### src/rtl/keypad_scan_ctrl.sv
// 3x4 keypad scanner: drives one column low at a time, debounces whole frames and
// encodes a single keypress into an Avalon-MM status register with a level interrupt.
module keypad_scan_ctrl #(
  parameter int SETTLE_CYCLES  = 500,
  parameter int DEBOUNCE_SCANS = 4
) (
  input  logic        clk,
  input  logic        reset,
  input  logic [3:0]  rows_in,
  output logic [2:0]  cols_out,
  input  logic [1:0]  address,
  input  logic        chipselect,
  input  logic        read,
  input  logic        write_n,
  input  logic [31:0] writedata,
  output logic [31:0] readdata,
  output logic        irq
);
  localparam int CW = $clog2(SETTLE_CYCLES);
  localparam int SW = $clog2(DEBOUNCE_SCANS + 1);
  localparam logic [CW-1:0] CNT_LAST   = CW'(SETTLE_CYCLES - 1);
  localparam logic [SW-1:0] STABLE_MAX = SW'(DEBOUNCE_SCANS);

  typedef enum logic [1:0] {IDLE, DRIVE, EVAL} state_t;

  state_t        state_q, state_d;
  logic [1:0]    col_q, col_d;
  logic [CW-1:0] cnt_q, cnt_d;
  logic [3:0]    rows_meta_q, rows_meta_d, rows_sync_q, rows_sync_d;
  logic [11:0]   frame_q, frame_d, prev_frame_q, prev_frame_d, snap_q, snap_d;
  logic [SW-1:0] stable_q, stable_d;
  logic [3:0]    code_q, code_d;
  logic          valid_q, valid_d, overrun_q, overrun_d, pressed_q, pressed_d;
  logic          enable_q, enable_d, irq_en_q, irq_en_d, irq_q, irq_d;
  logic [2:0]    cols_q, cols_d;

  logic          rd_status, wr_ctrl, new_key, frame_same, accept;
  logic [3:0]    key_idx;
  logic          unused_wdata;

  assign unused_wdata = ^writedata[31:2];

  always_comb begin
    rd_status    = chipselect & read & (address == 2'd0);
    wr_ctrl      = chipselect & ~write_n & (address == 2'd1);
    state_d      = state_q;
    col_d        = col_q;
    cnt_d        = cnt_q;
    rows_meta_d  = rows_in;
    rows_sync_d  = rows_meta_q;
    frame_d      = frame_q;
    prev_frame_d = prev_frame_q;
    snap_d       = snap_q;
    stable_d     = stable_q;
    code_d       = code_q;
    pressed_d    = pressed_q;
    cols_d       = cols_q;
    enable_d     = enable_q;
    irq_en_d     = irq_en_q;
    new_key      = 1'b0;
    frame_same   = (frame_q == prev_frame_q);
    accept       = 1'b0;
    key_idx      = 4'd0;
    for (int i = 0; i < 12; i++) begin
      if (frame_q[i]) key_idx = 4'(i);
    end

    if (wr_ctrl) begin
      enable_d = writedata[0];
      irq_en_d = writedata[1];
    end

    // Disabling abandons the partial frame but keeps the reported key
    if (!enable_q) begin
      state_d  = IDLE;
      col_d    = 2'd0;
      cnt_d    = '0;
      cols_d   = 3'b111;
      stable_d = '0;
    end else begin
      case (state_q)
        IDLE: begin
          state_d = DRIVE;
          col_d   = 2'd0;
          cnt_d   = '0;
          cols_d  = 3'b110;
        end
        DRIVE: begin
          cnt_d = cnt_q + 1'b1;
          if (cnt_q == CNT_LAST) begin
            cnt_d = '0;
            for (int r = 0; r < 4; r++) frame_d[r*3 + int'(col_q)] = ~rows_sync_q[r];
            if (col_q == 2'd2) begin
              state_d = EVAL;
              cols_d  = 3'b111;
            end else begin
              col_d  = col_q + 2'd1;
              cols_d = ~(3'b001 << (col_q + 2'd1));
            end
          end
        end
        EVAL: begin
          state_d      = DRIVE;
          col_d        = 2'd0;
          cnt_d        = '0;
          cols_d       = 3'b110;
          prev_frame_d = frame_q;
          if (!frame_same)                stable_d = SW'(1);
          else if (stable_q != STABLE_MAX) stable_d = stable_q + 1'b1;
          // A changed frame with a one-scan window counts as a fresh arrival
          accept = (stable_d == STABLE_MAX) && (!frame_same || stable_q != STABLE_MAX);
          if (accept) begin
            snap_d = frame_q;
            if ($countones(frame_q) == 1 && !pressed_q) begin
              new_key   = 1'b1;
              code_d    = key_idx;
              pressed_d = 1'b1;
            end else if (frame_q == 12'd0) begin
              pressed_d = 1'b0;
            end
          end
        end
        default: state_d = IDLE;
      endcase
    end

    valid_d   = new_key | (valid_q & ~rd_status);
    overrun_d = rd_status ? 1'b0 : (overrun_q | (new_key & valid_q));
    irq_d     = valid_d & irq_en_d;
  end

  always_ff @(posedge clk) begin
    if (reset) begin
      state_q      <= IDLE;
      col_q        <= 2'd0;
      cnt_q        <= '0;
      rows_meta_q  <= 4'b1111;
      rows_sync_q  <= 4'b1111;
      frame_q      <= '0;
      prev_frame_q <= '0;
      snap_q       <= '0;
      stable_q     <= '0;
      code_q       <= '0;
      valid_q      <= 1'b0;
      overrun_q    <= 1'b0;
      pressed_q    <= 1'b0;
      enable_q     <= 1'b0;
      irq_en_q     <= 1'b0;
      irq_q        <= 1'b0;
      cols_q       <= 3'b111;
    end else begin
      state_q      <= state_d;
      col_q        <= col_d;
      cnt_q        <= cnt_d;
      rows_meta_q  <= rows_meta_d;
      rows_sync_q  <= rows_sync_d;
      frame_q      <= frame_d;
      prev_frame_q <= prev_frame_d;
      snap_q       <= snap_d;
      stable_q     <= stable_d;
      code_q       <= code_d;
      valid_q      <= valid_d;
      overrun_q    <= overrun_d;
      pressed_q    <= pressed_d;
      enable_q     <= enable_d;
      irq_en_q     <= irq_en_d;
      irq_q        <= irq_d;
      cols_q       <= cols_d;
    end
  end

  assign cols_out = cols_q;
  assign irq      = irq_q;

  always_comb begin
    case (address)
      2'd0:    readdata = {21'd0, pressed_q, overrun_q, valid_q, 4'd0, code_q};
      2'd1:    readdata = {30'd0, irq_en_q, enable_q};
      2'd2:    readdata = {20'd0, snap_q};
      default: readdata = 32'd0;
    endcase
  end
endmodule

### config.mk
export PLATFORM = sky130hd
export DESIGN_NAME = keypad_scan_ctrl
export DESIGN_NICKNAME = d
export VERILOG_FILES = /design/src/rtl/keypad_scan_ctrl.sv
export SDC_FILE = /design/constraint.sdc
export NUM_CORES = 1
export LEC_CHECK = 0
export CORE_MARGIN = 5
export CORE_UTILIZATION = 40
export DETAILED_ROUTE_END_ITERATION = 12
export PLACE_DENSITY = 0.67
export SYNTH_ARGS = -nofsm -noshare
export SYNTH_HDL_FRONTEND = slang
export SYNTH_SLANG_ARGS = --single-unit
### constraint.sdc
create_clock -name clk -period 4.55 [get_ports clk]
set_clock_uncertainty 0.2 [all_clocks]
set_input_delay 0.6825 -clock clk [delete_from_list [all_inputs] [get_ports clk]]
set_output_delay 0.6825 -clock clk [all_outputs]
set_load 0.01 [all_outputs]
==> flow_metrics.py, run 1 <==
metrics = {
    "floorplan": {
        "die_x_um": 109.8,
        "initial_core_util_pct": 40.92,
        "die-area_um2": 12050,
        "num_io_pins": 79,
        "core_area_um2": 9729,
        "rows": 36,
        "die_y_um": 109.8,
    },
    "logic_synthesis": {
        "syn_area_um2": 3981,
        "ys_async_sr_fraction_pct": 0,
        "synth_compound_area_share_pct": 11.66,
        "synth_sequential_area_ratio_pct": 36.71,
        "yosys.area.top_type": "dfxtp_1",
        "yosys.area_share.simple_pct": 22.16,
        "yosysWarnings": 0,
        "synth_top_family_by_area": "simple AND/OR/NAND/NOR gates",
        "muxShareOfSynthArea_pct": 9.082,
        "synth.avg_cell_area_um2": 8.847,
        "synth_fa_ha_area_share_pct": 8.548,
        "ys_types": 57,
        "synth-main-ff-cell": "dfxtp_1",
        "syn_inst": 450,
        "ys_ff_latch": 73,
        "synth-edff-count": 0,
        "synth_area_leaders": "dfxtp_1 (37%), mux2i_1 (8.8%), nor2_1 (6.2%), ha_1 (5.0%), buf_4 (3.8%)",
        "synth_top_area_share_pct": 36.71,
        "synthXorXnorAreaFrac_pct": 2.860,
    },
    "clocking": {
        "cts.sinks": 73,
        "cts_tree": "built",
        "cts_buffers": 9,
        "post_cts_buffers": 0,
        "htree_levels": 3,
        "path_clk_slew_ps": 90,
        "cts.path.max_buffers": 2,
        "root_buffer": "clkbuf_8",
        "insertion_delay_ps": 350,
    },
    "final_layout": {
        "seqCellArea_um2": 1463,
        "multiInputGateArea_um2": 2252,
        "diodes": 0,
        "nFillCells": 962,
        "area_growth_pct": 13.70,
        "fin_util_pct": 46.53,
        "drive_gt1_share_pct": 11.09,
        "fin_nets": 548,
    },
    "flow_run": {
        "cap_viol_max_count": 0,
    },
    "detailed_routing": {
        "wl_per_cell_um": 13.36,
        "drt.antenna.violating_nets": 0,
        "routed_wirelength_um": 8284,
        "drt_iter0_markers": 124,
        "vias_per_cell": 4.977,
        "via_count": 3086,
        "drtPass1Iterations": 4,
        "drc": 0,
    },
    "power": {
        "p_total_mw": 1.171,
        "total_leakage_power_nw": 1.663,
        "p_per_area_nw_per_um2": 258.6,
        "ir_drop_uv": 157.1,
    },
    "timing": {
        "final_hold_viol_count": 0,
        "finalSetupTns_ps": 0,
        "min_period_over_period_pct": 95.41,
        "final-max-slew-violation-count": 0,
        "worstMarginPinSlew_ps": 1116,
        "layout_setup_ws_ps": 208.9,
        "slew_headroom_pct": 25.07,
        "fin_crit_ps": 4341,
        "fmax_mhz": 230.4,
        "finalSetupViolCount": 0,
        "rsz0062_at_grt": "no",
    },
    "grt": {
        "overflow": 0,
        "grtUsageTotal_pct": 14.30,
        "grt_pass1_wl_um": 13760,
        "grt_pass1_vias": 2911,
        "grt_max_degree": 57,
        "antenna_found_initial": 0,
    },
    "critical_path": {
        "crit_chain": "fa_1, fa_1, inv_1, fa_1, fa_1, inv_1, ha_2, inv_1, fa_2, a211oi_2, mux2i_1, nor4_2, buf_4, nand4_1, nor3b_2",
        "cp_top_family": "adder cells",
        "worst_path_most_repeated_cell": "fa_1",
        "slowest_delay_ps": 520,
        "cp_slowest_cell": "fa_1",
        "arrival_ps": 4360,
        "path_class": "reg2reg",
        "path_buf_inv": 4,
        "start_kind": "flop",
        "crit_path_end_kind": "flop",
        "critPathRequiredTime_ps": 4570,
        "path_max_fanout": 5,
    },
    "placement": {
        "place.gp.congestion": 0.8608,
        "dp_worst_setup_slack_ps": 114.8,
        "place_hpwl_um": 5864,
        "port_buffers": 28,
    },
    "status": {
        "outcome": "finished clean",
    },
    "min_path": {
        "min_path_type": "reg2reg",
    },
}
==> cell type report <==
class,instances,area share [%]
flip-flops and latches,73,32.31
repair buffers,38,7.684
clock inverters,5,0.8292
inverters,29,2.405
multi-input cells,331,49.75
well taps,133,3.676
clock buffers,11,3.344
==> stage by stage <==
step | instances | cell area (µm²) | hold slack (ps)
finish | 620 | 4527 | 212.2
CTS | 619 | 4506 | 213.1
global placement | 603 | 4317 | 191.0
floorplan | 469 | 4053 | 189.5
global route | 620 | 4527 | 225.7
detailed placement | 603 | 4317 | 194.0
==> routing by layer <==
metal	vias up	track usage, %	part of all wire (%)
li1	1566	-	-
met1	1442	19.31	48
met2	70	22.36	46
met3	8	3.406	4.7
met4	0	4.898	1.3
met5	-	0	0
==> sequential cells by signal, indices dropped and copies added (netlist names), 2 cells and up <==
| register | cells |
|---|---|
| frame_q | 12 |
| prev_frame_q | 12 |
| snap_q | 12 |
| cnt_q | 9 |
| code_q | 4 |
| rows_meta_q | 4 |
| rows_sync_q | 4 |
| cols_out | 3 |
| stable_q | 3 |
| col_q | 2 |
| state_q | 2 |
==> worst paths after layout <==
check / start / end / slack [ps] / cells past startpoint
setup / recovery: frame_q[3] / code_q[0] / 210 / 15
setup reg to reg: frame_q[3] / code_q[0] / 210 / 15
hold reg to reg: rows_meta_q[3] / rows_sync_q[3] / 210 / 1
hold / removal: rows_meta_q[3] / rows_sync_q[3] / 210 / 1
==> cells in the final DEF (no fill, tap or decap), types with 3 or more instances in the layout <==
cell,netlist,layout
nand3b_1,7,7
and3_1,4,4
nor2_1,66,66
o31ai_1,4,4
inv_1,29,29
xnor2_1,13,13
conb_1,1,20
buf_4,20,9
nor3_1,8,8
nand3_1,3,3
nor3b_1,5,4
dfxtp_1,73,72
clkdlybuf4s50_1,0,27
mux2i_1,35,35
clkbuf_8,0,11
ha_1,16,15
nand2b_1,6,6
nor4_1,4,4
a31oi_1,5,5
a211oi_1,7,6
and2_1,5,5
nor2b_1,4,4
a21oi_1,24,24
nand2_1,28,28
or2_2,9,9
o21ai_0,12,12
fa_1,7,6
nand4_1,4,4
a311oi_1,5,5
==> logic make-up after synthesis <==
family	count (synthesis)
compound gates	72
mux	36
buf+inv	65
xor+xnor	13
flops	73
simple gates	167
other cells	1
fa+ha+maj	23
==> cell usage after synthesis, drive strengths merged, types with 2 or more instances <==
master and n:
nand3b 7, buf 24, o21ai 14, mux2i 35, a31oi 5, or3 2, a311oi 5, nor3 8
nor3b 6, ha 16, a21oi 24, nor2b 5, dlygate4sd1 2, o211ai 2, nor4 7, and2b 2
and3 4, xnor2 13, o31ai 4, nand3 3, nor2 66, or2 9, fa 7, and2 5
clkbuf 10, a211oi 7, nand2 28, nand2b 6, dfxtp 73, inv 29, nand4 6
==> where the power goes <==
part,switching [mW],internal (mW)
clock,0.256,0.231
sequential,0.00300,0.642
combinational,0.0229,0.0160
==> repair_timing <==
item | 4_1_cts | 5_1_grt
hold buffers | 0 | 0
setup endpoints to repair | 0 | 3
gates resized for setup | 0 | 6
Note: power is estimated with default switching activity, not from simulation.
==> inputs of run 2 (changes only) <==
Settings changed: GPL_TIMING_DRIVEN set to 0.
==> flow_metrics.py, run 2 (same netlist as run 1, synthesis figures left out) <==
metrics = {
    "min_path": {
        "min_path_type": "reg2reg",
        "hp-start": "rows_meta_q[1]",
        "holdPathEnd": "rows_sync_q[1]",
        "hold_depth": 1,
    },
    "final_layout": {
        "final_common_cell": "dfxtp_1",
        "diodes": 0,
        "nFillCells": 957,
        "drive_gt1_share_pct": 13.67,
        "seqCellArea_um2": 1470,
        "fin_nets": 573,
        "final_cell_mix": "dfxtp_1 (68), nor2_1 (66), mux2i_1 (35)",
        "instances_no_fill": 645,
        "multiInputGateArea_um2": 2251,
        "fin_util_pct": 48.43,
        "top_regs": "frame_q: 12 flops, prev_frame_q: 12 flops, snap_q: 12 flops",
        "area_growth_pct": 18.35,
    },
    "detailed_routing": {
        "drt_iter0_markers": 132,
        "drt.antenna.violating_nets": 0,
        "vias_per_cell": 4.929,
        "wl_per_cell_um": 13.27,
        "routed_wirelength_um": 8560,
        "via_count": 3179,
        "drc": 0,
        "drtPass1Iterations": 4,
    },
    "clocking": {
        "root_buffer": "clkbuf_8",
        "cts.sinks": 73,
        "path_clk_slew_ps": 90,
        "insertion_delay_ps": 350,
        "cts_tree": "built",
        "holdBufCountCts": 0,
        "htree_levels": 3,
        "cts_buffers": 9,
        "cts.path.max_buffers": 2,
    },
    "critical_path": {
        "critPathRequiredTime_ps": 4620,
        "arrival_ps": 4400,
        "r2r-end": "code_q[3]",
        "crit_path_end_kind": "flop",
        "ff2ff_path_depth": 15,
        "start_kind": "flop",
        "reg2reg_setup_slack_ps": 220,
        "reg2reg_from": "frame_q[0]",
        "path_max_fanout": 9,
        "path_class": "reg2reg",
    },
    "power": {
        "total_leakage_power_nw": 1.782,
        "p_per_area_nw_per_um2": 257.3,
        "ir_drop_uv": 126.1,
    },
    "grt": {
        "grtUsageTotal_pct": 14.95,
        "overflow": 0,
        "grt_pass1_wl_um": 14180,
        "grt_pass1_vias": 3027,
        "grt_max_degree": 15,
        "antenna_found_initial": 0,
    },
    "timing": {
        "fin_crit_ps": 4330,
        "slew_headroom_pct": 40.14,
        "rsz0062_at_grt": "no",
        "worstMarginPinSlew_ps": 889.7,
        "final_hold_viol_count": 0,
        "hold_slack_ps": 213.1,
        "fmax_mhz": 231.0,
        "finalSetupTns_ps": 0,
        "min_period_over_period_pct": 95.16,
        "finalSetupViolCount": 0,
        "final-max-slew-violation-count": 0,
    },
    "floorplan": {
        "die_x_um": 109.8,
        "initial_core_util_pct": 40.92,
        "die-area_um2": 12050,
        "num_io_pins": 79,
        "die_y_um": 109.8,
        "rows": 36,
        "core_area_um2": 9729,
    },
    "status": {
        "outcome": "finished clean",
    },
    "placement": {
        "place.gp.congestion": 0.8811,
        "place_hpwl_um": 6451,
        "port_buffers": 26,
        "post-place-cells": 628,
    },
    "flow_run": {
        "cap_viol_max_count": 0,
    },
}
==> run 2: worst max path at each step <==
stage | from | end | slack, ps | cells past startpoint
3_5_place_dp | frame_q[3] | irq | -320 | 14
3_3_place_gp | frame_q[3] | irq | -310 | 14
6_report | frame_q[0] | code_q[3] | 220 | 15
4_1_cts | frame_q[3] | code_q[3] | 70 | 15
2_1_floorplan | frame_q[3] | code_q[3] | 160 | 14
5_1_grt | frame_q[0] | code_q[3] | 20 | 15
==> run 2: stage by stage <==
step | setup WS (ps) | area [µm²] | total power, mW
floorplan | 163.3 | 4053 | 0.6981
global placement | -307.0 | 4479 | 0.7145
detailed placement | -322.8 | 4479 | 0.7153
CTS | 70.64 | 4695 | 1.227
global route | 17.58 | 4712 | 1.264
finish | 220.4 | 4712 | 1.213
==> run 2: critical path, cell delays in order, from the launching register on <==
cell and delay [ps]:
dfxtp_2 380, fa_1 520, fa_1 510, inv_1 50, fa_1 490, fa_1 410
inv_1 60, ha_1 170, inv_1 60, fa_1 390, a211oi_2 220, mux2i_1 150
nor4_4 160, buf_6 170, a21oi_1 70, a311oi_1 250
==> run 2: timing repair <==
| action | 4_1_cts | 5_1_grt |
|---|---|---|
| buffers inserted | 1 | 0 |
| endpoints found under the setup margin | 8 | 8 |
| resized for setup | 1 | 9 |
| pin swaps | 1 | 0 |
==> run 2: routing by layer <==
metal | track usage (%) | part of all wire [%] | wire, µm | up-vias
met4 | 6.857 | 3.0 | 258 | 0
met2 | 23.45 | 45 | 3828 | 92
li1 | - | - | - | 1611
met3 | 4.110 | 6.3 | 535 | 19
met1 | 19.08 | 46 | 3938 | 1457
met5 | 0 | 0 | 0 | -
==> run 2: where the power goes <==
group          internal (mW)  switching, mW  leakage, nW  total [mW]
sequential             0.641        0.00306        0.593       0.645
combinational         0.0280         0.0273         1.08      0.0553
clock                  0.258          0.255        0.104       0.513
==> run 2: layout make-up <==
type / count / area share (%)
sequential: 73 / 31.20
tap: 133 / 3.532
inverter: 29 / 2.310
clock inverter: 7 / 1.593
buffer: 36 / 5.204
timing repair buffer: 27 / 5.762
clock buffer: 9 / 2.629
multi-input combinational: 331 / 47.77
